===== src/rtl/sync_debounce_edge_if.sv =====
// Level/strobe bundle for the per-bit debounce and edge detector.
// The slave side is the filter; the master side drives din/flag_clr.
interface sync_debounce_edge_if #(
   parameter int WIDTH = 1
);
   logic [WIDTH-1:0] din;
   logic [WIDTH-1:0] flag_clr;
   logic [WIDTH-1:0] dout;
   logic [WIDTH-1:0] rise;
   logic [WIDTH-1:0] fall;
   logic [WIDTH-1:0] rise_flag;
   logic [WIDTH-1:0] fall_flag;
   logic             any_event;

   modport master (
      output din, flag_clr,
      input  dout, rise, fall,
      input  rise_flag, fall_flag, any_event
   );

   modport slave (
      input  din, flag_clr,
      output dout, rise, fall,
      output rise_flag, fall_flag, any_event
   );
endinterface


===== src/rtl/sync_debounce_edge.sv =====
// Per-bit glitch filter with registered rise/fall strobes
// and software-cleared sticky event flags.
module sync_debounce_edge #(
   parameter int WIDTH         = 1,
   parameter int STABLE_CYCLES = 4
) (
   input  logic                  clk,
   input  logic                  resetn,
   sync_debounce_edge_if.slave   bus
);
   localparam int SC = (STABLE_CYCLES < 1)     ? 1 :
                       (STABLE_CYCLES > 65535) ? 65535 :
                       STABLE_CYCLES;
   localparam int CW = (SC > 1) ? $clog2(SC) : 1;
   localparam logic [CW-1:0] LAST = CW'(SC - 1);

   logic [WIDTH-1:0]         level_q, level_d;
   logic [WIDTH-1:0][CW-1:0] cnt_q, cnt_d;
   logic [WIDTH-1:0]         rise_q, rise_d;
   logic [WIDTH-1:0]         fall_q, fall_d;
   logic [WIDTH-1:0]         rise_flag_q, rise_flag_d;
   logic [WIDTH-1:0]         fall_flag_q, fall_flag_d;
   logic                     any_event_q, any_event_d;

   always_comb begin
      level_d = level_q;
      cnt_d   = '0;
      rise_d  = '0;
      fall_d  = '0;
      // any sample matching the level restarts the count
      for (int i = 0; i < WIDTH; i++) begin
         if (bus.din[i] != level_q[i]) begin
            if (cnt_q[i] == LAST) begin
               level_d[i] = bus.din[i];
               rise_d[i]  = bus.din[i];
               fall_d[i]  = ~bus.din[i];
            end else begin
               cnt_d[i] = cnt_q[i] + CW'(1);
            end
         end
      end
      // a new event wins over a same-cycle clear
      rise_flag_d = rise_d | (rise_flag_q & ~bus.flag_clr);
      fall_flag_d = fall_d | (fall_flag_q & ~bus.flag_clr);
      any_event_d = |(rise_d | fall_d);
   end

   always_ff @(posedge clk or negedge resetn) begin
      if (!resetn) begin
         level_q     <= '0;
         cnt_q       <= '0;
         rise_q      <= '0;
         fall_q      <= '0;
         rise_flag_q <= '0;
         fall_flag_q <= '0;
         any_event_q <= 1'b0;
      end else begin
         level_q     <= level_d;
         cnt_q       <= cnt_d;
         rise_q      <= rise_d;
         fall_q      <= fall_d;
         rise_flag_q <= rise_flag_d;
         fall_flag_q <= fall_flag_d;
         any_event_q <= any_event_d;
      end
   end

   assign bus.dout      = level_q;
   assign bus.rise      = rise_q;
   assign bus.fall      = fall_q;
   assign bus.rise_flag = rise_flag_q;
   assign bus.fall_flag = fall_flag_q;
   assign bus.any_event = any_event_q;
endmodule


===== src/flat_wrapper.sv =====
// flat-port wrapper written by rule: the top's interface ports become plain ports
module sync_debounce_edge_flat 
#(
   parameter int WIDTH         = 1,
   parameter int STABLE_CYCLES = 4
)
  (clk, resetn, bus_din, bus_flag_clr, bus_dout, bus_rise, bus_fall, bus_rise_flag, bus_fall_flag, bus_any_event);
  sync_debounce_edge_if #(.WIDTH(WIDTH)) bus_i ();
  input  logic clk;
  input  logic resetn;
  input wire logic [$bits(bus_i.din)-1:0] bus_din;
  input wire logic [$bits(bus_i.flag_clr)-1:0] bus_flag_clr;
  output wire logic [$bits(bus_i.dout)-1:0] bus_dout;
  output wire logic [$bits(bus_i.rise)-1:0] bus_rise;
  output wire logic [$bits(bus_i.fall)-1:0] bus_fall;
  output wire logic [$bits(bus_i.rise_flag)-1:0] bus_rise_flag;
  output wire logic [$bits(bus_i.fall_flag)-1:0] bus_fall_flag;
  output wire logic [$bits(bus_i.any_event)-1:0] bus_any_event;
  assign bus_i.din = bus_din;
  assign bus_i.flag_clr = bus_flag_clr;
  assign bus_dout = bus_i.dout;
  assign bus_rise = bus_i.rise;
  assign bus_fall = bus_i.fall;
  assign bus_rise_flag = bus_i.rise_flag;
  assign bus_fall_flag = bus_i.fall_flag;
  assign bus_any_event = bus_i.any_event;
  sync_debounce_edge #(.WIDTH(WIDTH), .STABLE_CYCLES(STABLE_CYCLES)) u_core (.clk(clk), .resetn(resetn), .bus(bus_i));
endmodule

===== config.mk =====
export PLATFORM = sky130hd
export DESIGN_NAME = sync_debounce_edge_flat
export DESIGN_NICKNAME = d
export VERILOG_FILES = /design/src/rtl/sync_debounce_edge_if.sv /design/src/rtl/sync_debounce_edge.sv /design/src/flat_wrapper.sv
export SDC_FILE = /design/constraint.sdc
export NUM_CORES = 1
export LEC_CHECK = 0
export CORE_AREA = 2 2 39 41
export CTS_CLUSTER_DIAMETER = 200
export DETAILED_ROUTE_END_ITERATION = 10
export DIE_AREA = 0 0 41 43
export PLACE_DENSITY_LB_ADDON = 0.15
export SKIP_CTS_REPAIR_TIMING = 1
export SYNTH_ARGS = -nofsm -noshare
export SYNTH_HDL_FRONTEND = slang
export SYNTH_SLANG_ARGS = --single-unit

===== constraint.sdc =====
create_clock -name clk -period 1.2 [get_ports clk]
set_clock_uncertainty 0.1 [all_clocks]
set_input_delay 0.12 -clock clk [delete_from_list [all_inputs] [get_ports clk]]
set_output_delay 0.12 -clock clk [all_outputs]
set_load 0.02 [all_outputs]

==> impl_metrics.csv <==
group,metric,value,unit
yosys,synthTopCellsByArea,"dfrtp_1 68%, and2_2 5.1%, ha_1 4.2%",
final_layout,drive_above_1_share,0.286,
cts,cts_max_level,1,
cts,root_buffer,"clkbuf_4",
yosys,synth.distinct_cells,12,
worst_setup_path,worstPathArrival,1.18,ns
final_layout,design_area,460,µm²
floorplan,start_util,0.213,
floorplan,die_h,43,µm
yosys,yosysWarningCount,0,
final_layout,nNetsFinal,42,
route,drtAntennaViolNets,0,
floorplan,die_w,41,µm
final_layout,layout_common_cells,"8 x dfrtp_1, 6 x dlymetal6s2s_1, 3 x clkbuf_4, 3 x clkdlybuf4s50_1",
sta,setup_viol,0,
power,power,846,µW
sta,tightest_slew,0.350,ns
floorplan,pin_count,10,
cts,path_clk_slew,0.05,ns
final_layout,fillers,134,
worst_setup_path,critical_path.max_stage_delay,0.38,ns
sta,post-route-min-period,1.14,ns
yosys,ys_seq_area_frac,0.678,
power,peakVddDrop,899,µV
cts,cts_max_path_buffers,2,
worst_setup_path,crit_type,"reg2reg",
yosys,synth_area_per_cell,14.1,µm²
final_layout,mostFrequentLayoutCell,"dfrtp_1",
cts,tritoncts,"done",
sta,relSlewSlack,0.766,
yosys,synth_area,295,µm²
yosys,synth_cells,21,
worst_setup_path,worstSetupStartpointType,"register",
route,via_per_inst,3.92,
sta,rsz0062_at_grt,"no",
worst_setup_path,worstPathCellList,"ha_2, and3b_2, a21o_1",
final_layout,diodes,0,
floorplan,rows,14,
sta,fmax,878,MHz
route,detail_route.wl_per_cell,10.7,µm
cts,clock_latency,0.24,ns
worst_hold_path,hold_path_class,"in2async",
sta,finalMaxSlewViolations,0,
yosys,synth.net_count,26,
route,drt_wl_total,544,µm
route,drc_errors,0,
global_route,antenna_found_initial,0,
floorplan,die_area,1760,µm²
route,drtIter0Drc,0,
run_status,status,"finished, final reports clean",
flow_run,cap_viol_max_count,0,
sta,hold_violations,0,
global_route,grt_usage,0.0900,
route,dr_total_vias,200,
power,p_leak,0.000324,µW
route,drt_first_pass_iters,1,
global_route,grt_pass1_vias,220,
cts,cts_buffers,3,
yosys,ys_seq_elements,8,
power,power_per_cell_area,1840,nW/µm²
global_route,grt_start_max_net_pins,9,
yosys,yosysTopAreaCell,"dfrtp_1",
global_route,grt_overflow,0,
cts,clock-sinks,8,
global_route,grt_first_pass_wirelength,917,µm
sta,post-route-period-util,0.949,
final_layout,areaGrowthSynthToFinish,55.9,%
placed_design,routabilityCongestion,0.740,
worst_setup_path,cp_slowest_cell,"dfrtp_1",
placed_design,io_buffers,9,
worst_setup_path,critPathCaptureType,"register",
yosys,synthDominantCellAreaShare,0.678,
placed_design,post_dp_cell_area,420,µm²
worst_setup_path,worstPathRequired,1.24,ns
floorplan,coreArea,1380,µm²
worst_setup_path,r2r_cells,3,
worst_setup_path,worstPathMaxFanout,3,
[critical path: cells and delay by family (launching register included)]
family                   cells  cell delay [ns]
adder cells (fa/ha/maj)      1             0.20
AND/OR/NAND/NOR              1             0.20
AO/OA/AOI/OAI                1             0.15
flip-flops                   1             0.38
[logic make-up (layout without fill, tap and decap cells)]
logic type | Yosys count | in the layout | synth area share
AOI/OAI and AO/OA | 3 | 3 | 0.0720
and+or+nand+nor | 6 | 6 | 0.152
buffers and inverters | 2 | 16 | 0.0254
DFF | 8 | 8 | 0.678
xor gates and xnor gates | 1 | 1 | 0.0297
adders and majority gates | 1 | 1 | 0.0424
[final cells by class]
class                           instances  area (µm²)  share of cell area
Multi-Input combinational cell         11        90.1               0.196
Timing Repair Buffer                   11         120               0.261
Clock buffer                            3        22.5              0.0489
Tap cell                               16        20.0              0.0435
Sequential cell                         8         200               0.435
Inverter                                2        7.51              0.0163
[synthesized netlist by cell type]
library cell / number
dfrtp_1: 8
and2_2: 2
inv_1: 2
a21o_1: 1
and3b_2: 1
ha_1: 1
nand2_1: 1
nor2_1: 1
nor3b_2: 1
o21ai_0: 1
o2bb2ai_1: 1
xor2_1: 1
[routing by layer]
metal  share of wire  global-route usage  vias up  wire length [µm]
met5               0                   0        -                 0
met4           0.018              0.0400        0                10
met1            0.36              0.0855       93               196
met3            0.12              0.0942        2                65
li1                -                   -       96                 -
met2            0.50               0.122        9               271
[final timing paths]
path | start | to | slack, ns
setup / recovery | u_core.cnt_q[0]$_DFF_PN0_ | u_core.bus.fall_flag$_DFF_PN0_ | 0.06
hold / removal | resetn | u_core.bus.fall_flag$_DFF_PN0_ | 0.04
setup reg to reg | u_core.cnt_q[0]$_DFF_PN0_ | u_core.bus.fall_flag$_DFF_PN0_ | 0.06
hold reg to reg | u_core.cnt_q[0]$_DFF_PN0_ | u_core.cnt_q[0]$_DFF_PN0_ | 0.35
max in group asynchronous | resetn | u_core.bus.rise_flag$_DFF_PN0_ | 0.70
min in group clk | u_core.cnt_q[0]$_DFF_PN0_ | u_core.cnt_q[0]$_DFF_PN0_ | 0.35
[power breakdown]
part           total (µW)  switching [µW]  internal [µW]  leakage (µW)
combinational         292             138            154      0.000203
clock                 196            82.5            114     0.0000138
sequential            358            26.8            332      0.000107
total                 846             247            599      0.000324
[sequential cells by signal, indices dropped and copies added (netlist names)]
signal / count
u_core.cnt_q: 2
u_core.bus.any_event: 1
u_core.bus.dout: 1
u_core.bus.fall: 1
u_core.bus.fall_flag: 1
u_core.bus.rise: 1
u_core.bus.rise_flag: 1
[through the flow]
stage | util | hold WS [ns] | worst slack, ns | std cells | setup TNS (ns)
final | 0.333 | 0.0429 | 0.0615 | 51 | 0
after global routing | 0.333 | 0.0585 | 0.0107 | 51 | 0
after CTS | 0.320 | 0.0527 | -0.223 | 51 | -1.25
after detailed placement | 0.304 | 0.324 | -0.0161 | 48 | -0.0292
after global placement | 0.304 | 0.324 | -0.00995 | 48 | -0.00995
after floorplan | - | -0.276 | 0.0323 | 21 | 0
No activity file was read; power rests on OpenSTA's default activity.
